<file path="config.mk">
export PLATFORM = sky130hd
export DESIGN_NAME = serial_signed_divider
export DESIGN_NICKNAME = d
export VERILOG_FILES = /design/src/rtl/serial_signed_divider.sv
export SDC_FILE = /design/constraint.sdc
export NUM_CORES = 1
export LEC_CHECK = 0
export ABC_AREA = 1
export CORE_ASPECT_RATIO = 1.75
export CORE_MARGIN = 2
export CORE_UTILIZATION = 55
export CTS_BUF_LIST = sky130_fd_sc_hd__clkbuf_2
export DETAILED_ROUTE_END_ITERATION = 10
export PLACE_DENSITY_LB_ADDON = 0.2
export SLEW_MARGIN = 20
export SYNTH_ARGS = -nofsm -noshare
export SYNTH_HDL_FRONTEND = slang
export SYNTH_SLANG_ARGS = --single-unit
</file>
<file path="constraint.sdc">
create_clock -name clk_in -period 4.9 [get_ports clk_in]
set_clock_uncertainty 0.05 [all_clocks]
set_input_delay 1.47 -clock clk_in [delete_from_list [all_inputs] [get_ports clk_in]]
set_output_delay 1.47 -clock clk_in [all_outputs]
set_load 0.02 [all_outputs]
</file>
<file path="src/rtl/serial_signed_divider.sv">
// Signed multi-cycle divider: radix-2 restoring on magnitudes, one quotient bit per cycle,
// with a saturated narrow quotient, a full-width remainder and a divide-by-zero flag.
module serial_signed_divider #(
  parameter int unsigned WIDTH    = 28,
  parameter int unsigned OUT_SIZE = 8
) (
  input  logic                clk_in,
  input  logic                rst_in,
  input  logic [WIDTH-1:0]    dividend_in,
  input  logic [WIDTH-1:0]    divisor_in,
  input  logic                data_valid_in,
  output logic [OUT_SIZE-1:0] quotient_out,
  output logic [WIDTH-1:0]    remainder_out,
  output logic                data_valid_out,
  output logic                error_out,
  output logic                overflow_out,
  output logic                busy_out
);

  localparam int unsigned CntW = (WIDTH > 1) ? $clog2(WIDTH) : 1;
  localparam logic [WIDTH-1:0]    QMagNeg = WIDTH'(1) << (OUT_SIZE - 1);
  localparam logic [WIDTH-1:0]    QMagPos = QMagNeg - WIDTH'(1);
  localparam logic [OUT_SIZE-1:0] QOutMax = {1'b0, {(OUT_SIZE - 1){1'b1}}};
  localparam logic [OUT_SIZE-1:0] QOutMin = {1'b1, {(OUT_SIZE - 1){1'b0}}};

  typedef enum logic [1:0] {StIdle, StDivide, StDone} state_e;

  state_e r_state, w_state_next;

  logic                r_dvd_neg;
  logic                r_dvs_neg;
  logic                r_div_zero;
  logic [WIDTH-1:0]    r_dividend;
  logic [WIDTH:0]      r_dvs_mag;
  logic [WIDTH-1:0]    r_quo;
  logic [WIDTH-1:0]    r_rem;
  logic [CntW-1:0]     r_cnt;

  logic [OUT_SIZE-1:0] r_quotient;
  logic [WIDTH-1:0]    r_remainder;
  logic                r_valid;
  logic                r_error;
  logic                r_overflow;

  logic [WIDTH-1:0]    w_dvd_mag;
  logic [WIDTH:0]      w_dvs_ext;
  logic [WIDTH:0]      w_dvs_mag;
  logic                w_div_zero;
  logic [WIDTH:0]      w_shift;
  logic [WIDTH:0]      w_sub;
  logic                w_fits;
  logic                w_last;
  logic                w_q_neg;
  logic                w_q_ovf;
  logic [OUT_SIZE-1:0] w_q_val;
  logic [WIDTH-1:0]    w_rem_val;

  // The W-bit unsigned view of |-2^(W-1)| is exact; the divisor is kept at W+1 bits.
  assign w_dvd_mag  = dividend_in[WIDTH-1] ? (~dividend_in + WIDTH'(1)) : dividend_in;
  assign w_dvs_ext  = {divisor_in[WIDTH-1], divisor_in};
  assign w_dvs_mag  = divisor_in[WIDTH-1] ? (~w_dvs_ext + (WIDTH + 1)'(1)) : w_dvs_ext;
  assign w_div_zero = (divisor_in == '0);

  assign w_shift = {r_rem, r_quo[WIDTH-1]};
  assign w_fits  = (w_shift >= r_dvs_mag);
  assign w_sub   = w_shift - r_dvs_mag;
  assign w_last  = (r_cnt == CntW'(WIDTH - 1));
  assign w_q_neg = r_dvd_neg ^ r_dvs_neg;

  always_comb begin
    w_q_ovf = 1'b0;
    w_q_val = r_quo[OUT_SIZE-1:0];
    if (w_q_neg) begin
      if (r_quo > QMagNeg) begin
        w_q_ovf = 1'b1;
        w_q_val = QOutMin;
      end else begin
        w_q_val = ~r_quo[OUT_SIZE-1:0] + OUT_SIZE'(1);
      end
    end else if (r_quo > QMagPos) begin
      w_q_ovf = 1'b1;
      w_q_val = QOutMax;
    end
  end

  assign w_rem_val = r_dvd_neg ? (~r_rem + WIDTH'(1)) : r_rem;

  always_ff @(posedge clk_in or negedge rst_in) begin
    if (!rst_in) begin
      r_state <= StIdle;
    end else begin
      r_state <= w_state_next;
    end
  end

  always_comb begin
    w_state_next = r_state;
    unique case (r_state)
      StIdle:   if (data_valid_in) w_state_next = w_div_zero ? StDone : StDivide;
      StDivide: if (w_last) w_state_next = StDone;
      StDone:   w_state_next = StIdle;
      default:  w_state_next = StIdle;
    endcase
  end

  always_ff @(posedge clk_in or negedge rst_in) begin
    if (!rst_in) begin
      r_dvd_neg   <= 1'b0;
      r_dvs_neg   <= 1'b0;
      r_div_zero  <= 1'b0;
      r_dividend  <= '0;
      r_dvs_mag   <= '0;
      r_quo       <= '0;
      r_rem       <= '0;
      r_cnt       <= '0;
      r_quotient  <= '0;
      r_remainder <= '0;
      r_valid     <= 1'b0;
      r_error     <= 1'b0;
      r_overflow  <= 1'b0;
    end else begin
      r_valid <= 1'b0;
      unique case (r_state)
        StIdle: begin
          if (data_valid_in) begin
            r_dvd_neg  <= dividend_in[WIDTH-1];
            r_dvs_neg  <= divisor_in[WIDTH-1];
            r_div_zero <= w_div_zero;
            r_dividend <= dividend_in;
            r_dvs_mag  <= w_dvs_mag;
            r_quo      <= w_dvd_mag;
            r_rem      <= '0;
            r_cnt      <= '0;
          end
        end
        StDivide: begin
          r_quo <= {r_quo[WIDTH-2:0], w_fits};
          r_rem <= WIDTH'(w_fits ? w_sub : w_shift);
          r_cnt <= r_cnt + CntW'(1);
        end
        StDone: begin
          r_valid <= 1'b1;
          if (r_div_zero) begin
            r_quotient  <= '0;
            r_remainder <= r_dividend;
            r_error     <= 1'b1;
            r_overflow  <= 1'b0;
          end else begin
            r_quotient  <= w_q_val;
            r_remainder <= w_rem_val;
            r_error     <= 1'b0;
            r_overflow  <= w_q_ovf;
          end
        end
        default: ;
      endcase
    end
  end

  assign quotient_out   = r_quotient;
  assign remainder_out  = r_remainder;
  assign data_valid_out = r_valid;
  assign error_out      = r_error;
  assign overflow_out   = r_overflow;
  assign busy_out       = (r_state != StIdle);

endmodule

</file>
* After elaboration in Yosys (flattened, before gate mapping)
Cells that the tools add are included.
Widths: inputs -> output; s select.
** Word-level totals
- Bits in registers :: 162
- Output and inout bits :: 40
- Logic and storage cells :: 65
** Operators by class
- Add/subtract/negate cells :: 6
- Magnitude comparators :: 3
- Eq/ne operators :: 5
- Multiplexer cells :: 25
- Bitwise logic cells :: 5
- Reductions and logical operators :: 7
** Operators with widths (number)
- $mux 28 :: 6
- $pmux 28 s2 :: 2
- $add 28x1->28 const B :: 2
- $not 28->28 :: 2
- $mux 8 :: 4
- $add 29x1->29 const B :: 1
- $ge 29x29->1 :: 1
- $mux 29 :: 1
- $not 29->29 :: 1
- $gt 28x7->1 const B :: 1
- $gt 28x8->1 const B :: 1
- $logic_not 28->1 :: 1
- $sub 28x28->28 :: 1
- $pmux 5 s2 :: 1
- $add 8x1->8 const B :: 1
- $not 8->8 :: 1
- $mux 1 :: 6
- $mux 2 :: 3
- $reduce_and 2->1 :: 3
- $add 5x1->5 const B :: 1
- $eq 5x5->1 const B :: 1
- $mux 5 :: 1
- $ne 2x2->1 const B :: 2
- $pmux 2 s2 :: 1
- 5 further kinds :: 6

* Depth between registers and ports, before layout
- Depth after elaboration :: 5
- Gate-level depth with buffers :: 17

* Least setup slack after synthesis
Ideal clock, no wire load.
- Kind :: input -> register
- Start :: input dividend_in[1]
- End :: register r_quo[16]
- Library setup time :: 0.123 ns
- Arrival time :: 2.714 ns
- Data required time :: 4.727 ns
- Path slack :: 2.013 ns
- Stages :: 10
- Path buffers :: 0
- Cells stage by stage :: inv_1 -> ha_1 -> nand3_1 -> nor2_1 -> inv_1 -> o21ai_2 -> nand2_1 -> xor2_1 -> o21ai_0 -> nand2_1
** On the way
- Cells in the longest elaborated chain, start to end :: 5
** RTL lines
- from (decl) :: RTL line 9 : input logic [WIDTH-1:0] dividend_in,
- $not 28->28 :: RTL line 59 : assign w_dvd_mag = dividend_in[WIDTH-1] ? (~dividend_in + WIDTH'(1)) : dividend_in;
- $add 28x1->28 :: RTL line 59
- $mux 28 :: RTL line 59
- $mux 28 :: RTL line 125 : if (data_valid_in) begin
- $pmux 28 s2 :: RTL line 123 : unique case (r_state)
- to (signal assigned) :: RTL line 131 : r_quo <= w_dvd_mag;
- to (signal assigned) :: RTL line 137 : r_quo <= {r_quo[WIDTH-2:0], w_fits};
- to (decl) :: RTL line 35 : logic [WIDTH-1:0] r_quo;
No other way between the ends. The select of a mux whose other input is x is not followed.
A chain may end at the register's enable or synchronous reset.

* Worst setup path after layout
- Start :: register r_state[0]
- End :: output busy_out
** On the way
- Cells in the longest elaborated chain, start to end :: 1
** RTL lines
- from (decl) :: RTL line 28 : state_e r_state, w_state_next;
- from (signal assigned) :: RTL line 90 : r_state <= StIdle;
- from (signal assigned) :: RTL line 92 : r_state <= w_state_next;
- $reduce_bool 2->1 :: RTL line 165 : assign busy_out = (r_state != StIdle);
- to (decl) :: RTL line 17 : output logic busy_out
No other way between the ends.

==> flow_summary.ini <==
[synth]
synth-seq-cells = 161
synth_nets = 1794
yosysWarnings = 0
synth_cell_types = 47
ys_seq_area_share_pct = 35.50
async_flop_share_pct = 100.0
synth_flop_cell = dfrtp_1
synth_top_area_share_pct = 35.50
synth_area_leader_cell = dfrtp_1
synth.top_cells.by_area = dfrtp_1 36%, nand2_1 18%, inv_1 7.6%
netlist_instances = 1700
syn-cell-area_sq_um = 11350
avgSynthCellArea_sq_um = 6.676
synth_edf_count = 0

[critical_path]
timing.reg2reg.setup_slack_ns = 1.32
worst-setup-path-type = reg2out
path_cells = nor2_1 > inv_1 > clkdlybuf4s50_1
endpoint_kind = primary output
cp_slowest_cell = dfrtp_1
crit_arrival_ns = 2.56
cp_max_fo = 22
rr_worst_depth = 5
crit_path_max_incr_delay_ns = 0.94
start_kind = flip-flop
cp.required_ns = 3.38

[worst_hold_path]
hp-class = reg2reg
hold_depth = 1

[global_route]
grt_overflow = 0
grt_util_all_layers_pct = 32.89
grt_antenna_before_repair = 1
grt_pass1_vias = 11080
grt_max_degree = 79
grt_pass1_wl_microns = 56520

[pwr]
leakage_nw = 6.453
irDropWorstVdd_uv = 379.9
p_int_mw = 4.005
clkPwrFrac_pct = 7.9
p_switching_mw = 4.706
p_sw_share_pct = 54.02
comb_power_share_pct = 63.3
seq_power_share_pct = 28.9
cellPowerDensity_nw_per_um2 = 686.3

[final_layout]
finalInstanceArea_sq_um = 12690
multi_input_area_sq_um = 6210
drive_gt1_share_pct = 4.428
nets = 1865
layout_common_cells = 531 x nand2_1, 230 x inv_1, 169 x nand3_1, 161 x dfrtp_1, 142 x nor2_1
n_fill_cell = 1990
seq_area_sq_um = 4029
synthToLayoutAreaGrowth_pct = 11.84
final_common_cell = nand2_1

[route]
viasPerCell = 5.546
routed_wl_microns = 35230
first_iter_violations = 671
num_vias = 11280
drc = 0
ant_nets = 0
wl_per_cell_microns = 17.33
firstDrtPassIters = 5

[clocking]
cts_max_path_buffers = 2
cts_buffers = 17
cts_num_sinks = 161
cts.clk_slew.worst_paths_ns = 0.23
cts_tree = yes
cts_resized = 0
postCtsHoldBufs = 0
cts_root_buf = clkbuf_2
postCtsSetupRepairBufs = 0
cts.htree.levels = 4
insertion_delay_ns = 0.80

[sta]
finalSetupTns_ns = 0
finalMaxSlewViolations = 0
worst_pin_slew_ns = 1.042
period_share_pct = 83.32
relSlewSlack_pct = 30.10
grt_setup_unrepaired = no
fin_crit_ns = 4.083
finalHoldViolCount = 0
fmax_mhz = 244.9
setup_viol = 0

[placed_design]
numPortBuffers = 98
post-dp-hpwl_microns = 27420
gp_congestion = 0.9843
placed_cell_area_sq_um = 12480

[floorplanning]
start_util_pct = 55.94
ios = 99
die_h_microns = 194.0
core-area_sq_um = 20290
fp.dieW_microns = 112.6
dieArea_sq_um = 21840
rows = 69

[flow_run]
cap_violations = 0

[outcome]
status = finished clean
==> cell usage after synthesis (all sizes together), types with 2 or more instances <==
cell and instances:
a21oi 57, a31oi 2, buf 10, clkbuf 47, dfrtp 161, ha 34, inv 232, nand2 533
nand3 188, nand3b 3, nand4 23, nor2 153, nor3 19, nor4 2, o2111ai 2, o211ai 24
o21ai 134, o21bai 6, o221ai 4, o22ai 3, or2 2, xnor2 12, xor2 40
==> stage by stage <==
stage	utilization [%]	power, mW	std cells	hold slack [ns]	setup WS, ns
global route	62.56	9.511	2033	0.4739	0.6907
floorplan	-	6.359	1700	0.3912	2.013
CTS	62.55	8.697	2032	0.4533	0.7696
finish	62.56	8.710	2033	0.4487	0.8174
detailed placement	61.54	7.986	2000	0.4102	1.107
global placement	61.54	7.901	2000	0.4116	1.170
==> logic make-up after synthesis <==
| kind of cell | share of synthesized area, % |
|---|---|
| and+or+nand+nor | 34.82 |
| buffers and inverters | 9.956 |
| AOI/OAI and AO/OA | 11.79 |
| DFF | 35.50 |
| xor gates and xnor gates | 4.013 |
| adders and majority gates | 3.925 |
==> path summary, 6_finish.rpt <==
check                                   endpoint              startpoint
max                                     busy_out  r_state[0]$_DFFE_PN0P_
min                         r_cnt[4]$_DFFE_PN0P_    r_cnt[4]$_DFFE_PN0P_
max reg2reg                 r_quo[0]$_DFFE_PN0P_  r_state[0]$_DFFE_PN0P_
min reg2reg                 r_cnt[4]$_DFFE_PN0P_    r_cnt[4]$_DFFE_PN0P_
max in group asynchronous  r_rem[19]$_DFFE_PN0P_                  rst_in
min in group asynchronous   r_cnt[1]$_DFFE_PN0P_                  rst_in
==> metal layers <==
layer	up-vias	track usage [%]	routed length, microns
met4	0	19.20	2333
met5	-	0	0
li1	5595	-	-
met3	90	3.876	1055
met2	261	60.75	18950
met1	5329	35.30	12890
==> layout make-up <==
cell class | count | area share, %
clock inverter | 15 | 0.9464
antenna | 1 | 0.01972
tap | 248 | 2.445
multi-input combinational | 1250 | 48.93
inverter | 232 | 6.861
sequential | 161 | 31.74
timing repair buffer | 109 | 8.389
clock buffer | 17 | 0.6703
==> state kept, by name (all words and copies together) (netlist names) <==
name            flops
data_valid_out      1
error_out           1
overflow_out        1
quotient_out        8
r_cnt               5
r_div_zero          1
r_dividend         27
r_dvd_neg           1
r_dvs_mag          29
r_dvs_neg           1
r_quo              28
r_rem              28
r_state             2
remainder_out      28
==> power by group through the flow <==
stage	registers, mW	logic [mW]	clock network (mW)
2_1_floorplan	2.46	3.90	0
3_3_place_gp	2.53	5.38	0
3_5_place_dp	2.53	5.46	0
4_1_cts	2.50	5.50	0.697
5_1_grt	2.58	6.19	0.744
6_report	2.52	5.51	0.684
==> critical path: cells and delay by family (launching register included) <==
family | cells | cell delay (ns)
flip-flops | 1 | 0.94
buffers and inverters | 2 | 0.69
AND/OR/NAND/NOR | 1 | 0.14
Power figures use the tool's default switching activity.
